$ cat src/rtl/mux_arb_pkg.sv
// rtl/mux_arb_pkg.sv - shared arbiter state encoding and rotate-priority helpers
package mux_arb_pkg;

    localparam int MAX_N = 64;
    localparam int IDX_W = 6;

    typedef enum logic [1:0] {
        ST_IDLE  = 2'd0,
        ST_GRANT = 2'd1,
        ST_TURN  = 2'd2
    } arb_state_e;

    typedef struct packed {
        logic             found;
        logic [IDX_W-1:0] idx;
    } pick_t;

    // One-hot vector with bit idx set; out-of-range indices give all zeros.
    function automatic logic [MAX_N-1:0] onehot(input int idx, input int n);
        logic [MAX_N-1:0] v;
        v = '0;
        if (idx >= 0 && idx < n && idx < MAX_N) begin
            v[idx[IDX_W-1:0]] = 1'b1;
        end
        return v;
    endfunction

    // First set request scanning ptr+1, ptr+2, ... modulo n.
    function automatic pick_t rr_pick(input logic [MAX_N-1:0] req, input int ptr, input int n);
        pick_t p;
        int    c;
        p.found = 1'b0;
        p.idx   = '0;
        for (int k = 1; k <= MAX_N; k++) begin
            if (k <= n && !p.found) begin
                c = (ptr + k) % n;
                if (req[c[IDX_W-1:0]]) begin
                    p.found = 1'b1;
                    p.idx   = c[IDX_W-1:0];
                end
            end
        end
        return p;
    endfunction

endpackage

$ cat src/rtl/rr_prio_pick.sv
// rtl/rr_prio_pick.sv - combinational rotate-priority encoder (req, ptr -> found, idx)
module rr_prio_pick
    import mux_arb_pkg::*;
#(
    parameter  int N     = 8,
    localparam int SEL_W = $clog2(N)
) (
    input  logic [N-1:0]     req,
    input  logic [SEL_W-1:0] ptr,
    output logic             found,
    output logic [SEL_W-1:0] idx
);

    logic [MAX_N-1:0] req_ext;
    pick_t            p;
    logic             unused_idx_fold;

    // Widen the request vector to the helper width and pick the next requester after ptr.
    always_comb begin
        req_ext          = '0;
        req_ext[N-1:0]   = req;
        p                = rr_pick(req_ext, int'(ptr), N);
        found            = p.found;
        idx              = p.idx[SEL_W-1:0];
        unused_idx_fold  = ^p.idx;
    end

endmodule

$ cat src/rtl/mux_rr_arbiter.sv
// rtl/mux_rr_arbiter.sv - round-robin arbiter driving a param_mux select (optional MUX_RR_ARB_HOLD_LIMIT_EN)
module mux_rr_arbiter
    import mux_arb_pkg::*;
#(
    parameter  int N        = 8,
    parameter  int MAX_HOLD = 4,
    localparam int SEL_W    = $clog2(N)
) (
    input  logic             clk,
    input  logic             rst_n,
    input  logic [N-1:0]     req,
    output logic [N-1:0]     gnt,
    output logic [SEL_W-1:0] sel,
    output logic             sel_valid,
    output logic             busy
);

    arb_state_e       state;
    logic [SEL_W-1:0] ptr;
    logic             pick_found;
    logic [SEL_W-1:0] pick_idx;
    logic [MAX_N-1:0] oh_wide;
    logic             unused_oh_fold;
    logic             drop_grant;

`ifdef MUX_RR_ARB_HOLD_LIMIT_EN
    localparam int CNT_W = $clog2(MAX_HOLD + 1);
    logic [CNT_W-1:0] hold_cnt;
`endif

    rr_prio_pick #(.N(N)) u_pick (
        .req   (req),
        .ptr   (ptr),
        .found (pick_found),
        .idx   (pick_idx)
    );

    // One-hot form of the candidate owner, loaded into gnt on a new grant.
    always_comb begin
        oh_wide        = onehot(int'(pick_idx), N);
        unused_oh_fold = ^oh_wide;
    end

    // The owner gives up the grant when it drops req, or when its hold budget is spent.
    always_comb begin
        drop_grant = ~req[sel];
`ifdef MUX_RR_ARB_HOLD_LIMIT_EN
        if (hold_cnt == CNT_W'(MAX_HOLD)) begin
            drop_grant = 1'b1;
        end
`endif
    end

    // IDLE arbitrates, GRANT holds the owner, TURN is a one-cycle gap before rearbitration.
    always_ff @(posedge clk or negedge rst_n) begin
        if (!rst_n) begin
            state     <= ST_IDLE;
            gnt       <= '0;
            sel       <= '0;
            sel_valid <= 1'b0;
            busy      <= 1'b0;
            ptr       <= SEL_W'(N - 1);
`ifdef MUX_RR_ARB_HOLD_LIMIT_EN
            hold_cnt  <= '0;
`endif
        end else begin
            case (state)
                ST_IDLE: begin
                    if (pick_found) begin
                        state     <= ST_GRANT;
                        gnt       <= oh_wide[N-1:0];
                        sel       <= pick_idx;
                        sel_valid <= 1'b1;
                        busy      <= 1'b1;
                        ptr       <= pick_idx;
`ifdef MUX_RR_ARB_HOLD_LIMIT_EN
                        hold_cnt  <= CNT_W'(1);
`endif
                    end
                end
                ST_GRANT: begin
                    if (drop_grant) begin
                        state     <= ST_TURN;
                        gnt       <= '0;
                        sel_valid <= 1'b0;
                    end
`ifdef MUX_RR_ARB_HOLD_LIMIT_EN
                    else if (hold_cnt != CNT_W'(MAX_HOLD)) begin
                        hold_cnt <= hold_cnt + 1'b1;
                    end
`endif
                end
                ST_TURN: begin
                    state <= ST_IDLE;
                    busy  <= 1'b0;
                end
                default: begin
                    state     <= ST_IDLE;
                    gnt       <= '0;
                    sel_valid <= 1'b0;
                    busy      <= 1'b0;
                end
            endcase
        end
    end

endmodule

$ cat config.mk
export PLATFORM = sky130hd
export DESIGN_NAME = mux_rr_arbiter
export DESIGN_NICKNAME = d
export VERILOG_FILES = /design/src/rtl/mux_arb_pkg.sv /design/src/rtl/rr_prio_pick.sv /design/src/rtl/mux_rr_arbiter.sv
export SDC_FILE = /design/constraint.sdc
export NUM_CORES = 1
export LEC_CHECK = 0
export CAP_MARGIN = 0
export CORE_ASPECT_RATIO = 0.8
export CORE_MARGIN = 2
export CORE_UTILIZATION = 40
export CTS_CLUSTER_SIZE = 10
export DETAILED_ROUTE_END_ITERATION = 8
export PLACE_DENSITY = 0.58
export RECOVER_POWER = 25
export SLEW_MARGIN = 30
export SYNTH_ARGS = -nofsm -noshare
export SYNTH_HDL_FRONTEND = slang
export SYNTH_HIERARCHICAL = 1
export SYNTH_SLANG_ARGS = --single-unit
$ cat constraint.sdc
create_clock -name clk -period 6.2 [get_ports clk]
set_clock_uncertainty 0.15 [all_clocks]
set_input_delay 0.62 -clock clk [delete_from_list [all_inputs] [get_ports clk]]
set_output_delay 0.62 -clock clk [all_outputs]
set_load 0.05 [all_outputs]
**Word level (Yosys, flattened, before mapping)**

Index checks and enable logic that the tools add are counted.

- Register bits: 18
- Bits in latches: 0
- Bits in writable memories: 0
- Memory bits (read-only): 0
- Input port bits: 10
- Output and inout port bits: 13
- Logic and storage cells: 98
- Memories: 0

- $add $sub $neg: 8
- Multipliers: 0
- Div/mod/pow operators: 0
- Order comparisons: 11
- Eq/ne operators: 4
- Shift operators: 0
- Multiplexer cells: 45
- Bitwise operators: 10
- Reductions and logical operators: 14

Operators with widths:

| kind | count |
|---|---|
| $mux W7 | 15 |
| $lt A6 B7 Y1 const B | 8 |
| $bmux W1 S4 | 8 |
| $pmux W8 S3 | 1 |
| $reduce_or A3 Y1 | 8 |
| $mux W8 | 2 |
| $add A3 B3 Y3 const B | 4 |
| $mux W1 | 12 |
| $and A1 B1 Y1 const A | 8 |
| $lt A3 B7 Y1 const B | 1 |
| $add A3 B1 Y3 const B | 2 |
| $add A3 B2 Y3 const B | 2 |
| $reduce_and A2 Y1 | 3 |
| $lt A3 B4 Y1 const B | 1 |
| $mux W2 | 2 |
| $pmux W2 S2 | 1 |
| $bmux W1 S3 | 1 |
| $demux W1 S3 | 1 |
| $ge A3 B1 Y1 const B | 1 |
| $pmux W1 S3 | 1 |
| $reduce_and A3 Y1 | 1 |
| $eq A2 B1 Y1 const B | 1 |
| $eq A2 B2 Y1 const B | 1 |
| $logic_not A2 Y1 | 1 |
| other kinds (5) | 6 |

**Depth between registers and ports, before layout**

Gate-level depths: netlist (run 1).

- Word-level depth: 26
- Mapped depth: 15
- Mapped depth without buffers: 12

**Cells and area by module**

The synthesis (run 1) kept the hierarchy.

By module, submodules not included:

| module | instances | cells each | area an instance (µm²) | sequential area each (µm²) |
|---|---|---|---|---|
| rr_prio_pick | 1 | 110 | 992.2 | 0.0 |
| mux_rr_arbiter | 1 | 67 | 764.5 | 454.2 |

**Worst setup path after synthesis (run 1)**

Ideal clock, no wire load.

- Kind: flip-flop to flip-flop
- Start point: register ptr[1]
- End point: register gnt[4]
- Setup time: 121 ps
- Data arrival time: 3435 ps
- Data required time: 5929 ps
- Setup slack: 2494 ps
- Stages on the path, launching flop included: 15
- Buffers on the path: 4
- Clock period less this slack: 3706 ps
- Cells stage by stage: dfstp_2 -> buf_2 -> clkbuf_8 -> inv_1 -> ha_1 -> buf_6 -> mux2i_1 -> mux4_2 -> nand4_1 -> or2_1 -> or3_1 -> or3b_1 -> clkbuf_1 -> nor3_1 -> a22o_1

- Elaborated cells on any way between the ends: 64
- Classes of those cells: add/sub (8); order compare (2); eq/ne (1); mux (35); bitwise (8); reduce/logical (10)

RTL lines:

| item | RTL line | source |
|---|---|---|
| from (decl) | mux_rr_arbiter.sv:19 | `logic [SEL_W-1:0] ptr;` |
| from (signal assigned) | mux_rr_arbiter.sv:62 | `ptr <= SEL_W'(N - 1);` |
| from (signal assigned) | mux_rr_arbiter.sv:75 | `ptr <= pick_idx;` |
| $add A3 B2 Y3 or $add A3 B1 Y3 (tied branches) | mux_arb_pkg.sv:36 | `c = (ptr + k) % n;` |
| $reduce_or A3 Y1 (no source line) | - |  |
| $and A1 B1 Y1 (no source line) | - |  |
| $bmux W1 S4 | mux_arb_pkg.sv:37 | `if (req[c[IDX_W-1:0]]) begin` |
| $mux W1 (implied by the code) | mux_arb_pkg.sv:37 |  |
| $mux W7 | mux_arb_pkg.sv:37 |  |
| $mux W7 (6 in a row) | mux_arb_pkg.sv:35 | `if (k <= n && !p.found) begin` |
| $mux W7 (*) | mux_arb_pkg.sv:35 |  |
| net pick_found | mux_rr_arbiter.sv:20 | `logic pick_found;` |
| $ne A2 B1 Y1 (no source line) (*) | - |  |
| $reduce_and A3 Y1 (no source line) (*) | - |  |
| to (signal assigned) | mux_rr_arbiter.sv:71 | `gnt <= oh_wide[N-1:0];` |
| to (decl) | mux_rr_arbiter.sv:12 | `output logic [N-1:0] gnt,` |

Mark *: on every way through the listed nets, which the timed path passes. The rest lies on a longest branch. The select of a mux whose other input is x is not followed.
A chain may end at the register's enable or synchronous reset.

**Worst setup path after layout (run 1)**

- Start point: register ptr[1]
- End point: register gnt[5]

The elaborated chain is that of the path after synthesis.

==> impl_metrics.json, run 1 <==
{
  "synth_edf_count": 0,
  "ctsRootBufferMaster": "clkbuf_8",
  "syn_nets": 189,
  "num_rows": 21,
  "setup_slack_ns": 1.90,
  "synth_ff_type": "dfrtp_1",
  "timing.fmax_ghz": 0.233,
  "met3_usage": 0.0344,
  "start_util": 0.418,
  "antenna_found_initial": 0,
  "min_period_ns": 4.30,
  "syn_inst": 177,
  "dpl_worst_slack_ns": 1.92,
  "tns_ns": 0,
  "post_cts.repair.setup_buffers": 0,
  "yosys.area.top_type": "dfrtp_1",
  "ys_warn_count": 6,
  "grt_util_all_layers": 0.176,
  "ios": 23,
  "grt_pass1_wl_um": 6880,
  "cts.sink_count": 18,
  "cp-start-kind": "register",
  "syn_avg_cell_area_um2": 9.92,
  "gp_congestion": 0.866,
  "yosysMostFrequentCell": "nand2_1",
  "maxCapViolCount": 0,
  "ys_async_sr_fraction": 1.00,
  "crit_path_max_fanout": 18,
  "area_growth_syn_to_layout_pct": 15.2,
  "seq_area_frac_synth": 0.259,
  "cts_tree": "built",
  "routed_via_density": 5.87,
  "drtPass1Iterations": 5,
  "ys_ff_latch": 18,
  "route.vias.total": 1474,
  "grt_max_degree": 19,
  "yosys-top-cells-count": "nand2_1, dfrtp_1, mux2i_1",
  "cts-buffers-inserted": 3,
  "hold_slack_ns": 0.336,
  "stdcell_area_um2": 2020,
  "slew_headroom": 0.439,
  "grtUsageMet1": 0.282,
  "grt-ovfl-total": 0,
  "hold_path.class": "reg2reg",
  "slowest_stage": "dfstp_2",
  "synthDominantCellAreaShare": 0.214,
  "core_um2": 4200,
  "drv_slew": 0,
  "drt_iter0_markers": 225,
  "wirelength_um": 4170,
  "die_w_um": 78.1,
  "required_ns": 6.24,
  "die_area_um2": 4940,
  "top_usage_layer": "met1",
  "finalSetupViolations": 0,
  "die-height_um": 63.3,
  "cts_hold_buf": 0,
  "max_stage_delay_ns": 0.81,
  "worstPathCellList": "inv_1, ha_1, mux2i_1, mux4_2, nand4_1, or2_1, or3_1, nor3b_1, nand2_1, nor2_1, a22o_1",
  "gr-usage-met2": 0.251,
  "post_drt_wl_per_cell_um": 16.6,
  "drc": 0,
  "synth_area_um2": 1760,
  "netlist_top_cells_area": "dfrtp_1, mux4_2, mux2i_1",
  "clk_pin_slew_worst_paths_ns": 0.07,
  "htreeDepth": 1,
  "grt_pass1_vias": 1364,
  "rsz0062_at_grt": "no",
  "post-route-period-util": 0.693,
  "cts.repair.resized": 0,
  "clockBufferDepth": 2,
  "ant_nets": 0,
  "diodes": 0,
  "worst_slew_pin_slew_ns": 0.828,
  "ys_types": 48,
  "crit_path_end_kind": "register",
  "placed_area_um2": 1980,
  "nets": 207,
  "hpwl_um": 3140,
  "clock_latency_ns": 0.25,
  "io_buffer_count": 22,
  "drive_gt1_frac": 0.144,
  "outcome": "finished, final reports clean",
  "crit_arrival_ns": 4.34,
  "hold_viol": 0,
  "path_class": "reg2reg"
}
## routing by layer
layer | routed length (um) | vias to the layer above
met5 | 0 | -
met4 | 14 | 0
met3 | 154 | 2
met2 | 1790 | 38
met1 | 2210 | 724
li1 | - | 710
## cell usage in the layout, fill, tap and decap left out, drive strengths merged, types with 2 or more instances in the layout
cell type,n
dfrtp,15
mux2,6
a21o,2
xnor2,3
a211oi,2
nand2b,3
clkbuf,4
o21ai,6
nand3b,2
nand4,3
nand2,26
a22oi,2
nor3,3
nand3,5
mux4,13
nor2,11
o2bb2ai,2
or3,2
nor3b,3
dfstp,3
mux2i,15
a22o,6
a21oi,12
ha,2
inv,7
clkdlybuf4s50,21
## flip-flops by register name, indices dropped and copies added, names as in the netlist
register   cells
sel_valid      1
gnt            8
state          2
ptr            3
sel            3
busy           1
## worst max-delay path, delay by kind of cell (launching register included)
| kind | cells | cell delay [ns] |
|---|---|---|
| mux | 2 | 0.75 |
| simple gates | 6 | 1.52 |
| fa+ha+maj | 1 | 0.65 |
| flops | 1 | 0.81 |
| buf+inv | 1 | 0.17 |
| compound gates | 1 | 0.18 |
## area by class of cell
type	count	area [um2]
Fill cell	395	2180
Multi-Input combinational cell	143	1210
Sequential cell	18	454
Timing Repair Buffer	22	220
Tap cell	57	71.3
Clock buffer	4	45.0
Inverter	7	26.3
## through the flow
step	std cells	util
6_report	251	0.482
5_1_grt	251	0.482
4_1_cts	251	0.482
3_5_place_dp	247	0.471
3_3_place_gp	247	0.471
2_1_floorplan	177	-
## logic make-up (layout without fill, tap and decap cells)
group | count (synthesis) | after routing | synth area share
compound gates | 39 | 39 | 0.151
xor+xnor | 4 | 4 | 0.0242
fa+ha+maj | 2 | 2 | 0.0142
buf+inv | 16 | 33 | 0.0541
flops | 18 | 18 | 0.259
mux | 34 | 34 | 0.316
simple gates | 64 | 64 | 0.182
## path summary, 6_finish.rpt
check,from,end,slack (ns),depth (start not counted)
min in group asynchronous,rst_n,gnt[3],0.74,1
max in group asynchronous,rst_n,state[1],4.66,1
worst min-delay path,busy,busy,0.34,1
worst max register to register,ptr[1],gnt[5],1.90,11
worst max-delay path,ptr[1],gnt[5],1.90,11
worst min register to register,busy,busy,0.34,1
Power of run 1 is not shown: default switching activity piles up to over one toggle a cycle in this logic, so the estimate is an artifact.
==> inputs of run 2 (changes only) <==
==> constraint.sdc (replaced) <==
create_clock -name clk -period 4.3 [get_ports clk]
set_clock_uncertainty 0.15 [all_clocks]
set_input_delay 0.43 -clock clk [delete_from_list [all_inputs] [get_ports clk]]
set_output_delay 0.43 -clock clk [all_outputs]
set_load 0.05 [all_outputs]
==> run 2 against run 1 <==
- largest cell class unchanged
- worst setup slack worse by 1.5 ns
- critical endpoint is now gnt[0]
- register-to-register slack worse by 1.5 ns
- maximum frequency up 10%
- worst hold slack worse by 0.0030 ns
- wire length down 3.1%
- count of clock-buffer cells in the layout unchanged
- first-iteration DRC count down 71%
- sequential cell count unchanged
==> impl_metrics.json, run 2 (same netlist as run 1, synthesis figures left out) <==
{
  "wl_met1_um": 2110,
  "start_util": 0.418,
  "gp_congestion": 0.870,
  "grt_pass1_vias": 1380,
  "required_ns": 4.29,
  "diodes": 0,
  "mostFrequentLayoutCell": "nand2_1",
  "timing.fmax_ghz": 0.257,
  "setup_slack_ns": 0.403,
  "crit_path_end_kind": "register",
  "multi_input_area_um2": 1210,
  "crit_arrival_ns": 3.89,
  "tns_ns": 0,
  "die-height_um": 63.3,
  "area_growth_syn_to_layout_pct": 17.4,
  "grt_max_degree": 19,
  "min_period_ns": 3.90,
  "num_rows": 21,
  "dpl_worst_slack_ns": 0.253,
  "routed.top_layer": "met4",
  "drv_slew": 0,
  "fillers": 406,
  "cts-buffers-inserted": 3,
  "antenna_found_initial": 0,
  "hold_viol": 0,
  "cts.sink_count": 18,
  "ctsRootBufferMaster": "clkbuf_8",
  "drtPass1Iterations": 4,
  "grt_pass1_wl_um": 6820,
  "met2WireLength_um": 1740,
  "clock_latency_ns": 0.25,
  "clk_pin_slew_worst_paths_ns": 0.07,
  "routed_via_density": 5.78,
  "post_drt_wl_per_cell_um": 15.9,
  "hold_path.class": "reg2reg",
  "largest_reg_flops": 8,
  "cts_tree": "built",
  "ios": 23,
  "clockBufferDepth": 2,
  "wirelength_um": 4040,
  "critical_path_buf_inv_count": 1,
  "path_class": "reg2reg",
  "cp-start-kind": "register",
  "drive_gt1_frac": 0.168,
  "drt_iter0_markers": 65,
  "top_register": "gnt",
  "htreeDepth": 1,
  "crit_path_max_fanout": 15,
  "ant_nets": 0,
  "worstPathCellList": "inv_2, ha_1, mux2i_1, mux4_2, nand4_1, or2_1, or3_1, or3b_1, nor3_1, a22o_1",
  "die_area_um2": 4940,
  "final_cell_mix": "nand2_1, clkdlybuf4s50_1, dfrtp_1",
  "core_um2": 4200,
  "rsz0062_at_grt": "no",
  "outcome": "finished, final reports clean",
  "crit_family": "simple AND/OR/NAND/NOR gates",
  "nets": 210,
  "drc": 0,
  "io_buffer_count": 22,
  "route.met3.wl_um": 172,
  "register_area_um2": 454,
  "post_cts.repair.setup_buffers": 0,
  "slowest_stage": "dfstp_2",
  "hpwl_um": 3120,
  "grt-ovfl-total": 0,
  "max_stage_delay_ns": 0.72,
  "route.vias.total": 1469,
  "slew_headroom": 0.471,
  "die_w_um": 78.1,
  "largestRegisters": "gnt: 8 flops, ptr: 3 flops, sel: 3 flops",
  "post-route-period-util": 0.906,
  "worst_slew_pin_slew_ns": 0.790,
  "finalSetupViolations": 0,
  "grt_util_all_layers": 0.172,
  "maxCapViolCount": 0
}
run 2: per-stage QoR:
stage / std cells / hold slack (ns) / utilization / cell area, um2
finish: 254 / 0.333 / 0.490 / 2060
global route: 254 / 0.353 / 0.490 / 2060
CTS: 254 / 0.338 / 0.489 / 2060
detailed placement: 250 / 0.322 / 0.476 / 2000
global placement: 250 / 0.312 / 0.476 / 2000
floorplan: 177 / -0.0156 / - / 1760
run 2: timing repair:
item / in CTS / in global routing
endpoints found under the hold margin: 0 / 0
setup endpoints to repair: 0 / 2
hold buffers: 0 / 0
resized for setup: 0 / 1
run 2: final cells by class:
cell class | count | share of cell area
clock buffers | 4 | 0.0267
flip-flops and latches | 18 | 0.220
repair buffers | 25 | 0.118
multi-input cells | 143 | 0.588
inverters | 7 | 0.0127
well taps | 57 | 0.0346
run 2: final timing paths:
check                       start   endpoint  slack, ns  cells past startpoint
setup / recovery           ptr[0]     gnt[0]       0.40                     10
hold / removal               busy       busy       0.33                      1
setup reg to reg           ptr[0]     gnt[0]       0.40                     10
hold reg to reg              busy       busy       0.33                      1
max in group asynchronous   rst_n     gnt[5]       2.96                      1
min in group asynchronous   rst_n  sel_valid       0.55                      1
run 2: routing by layer:
| metal | global-route usage | vias up |
|---|---|---|
| met5 | 0 | - |
| met1 | 0.273 | 721 |
| li1 | - | 711 |
| met4 | 0.0219 | 0 |
| met3 | 0.0287 | 2 |
| met2 | 0.253 | 35 |
Power of run 2 is left out for the same reason.
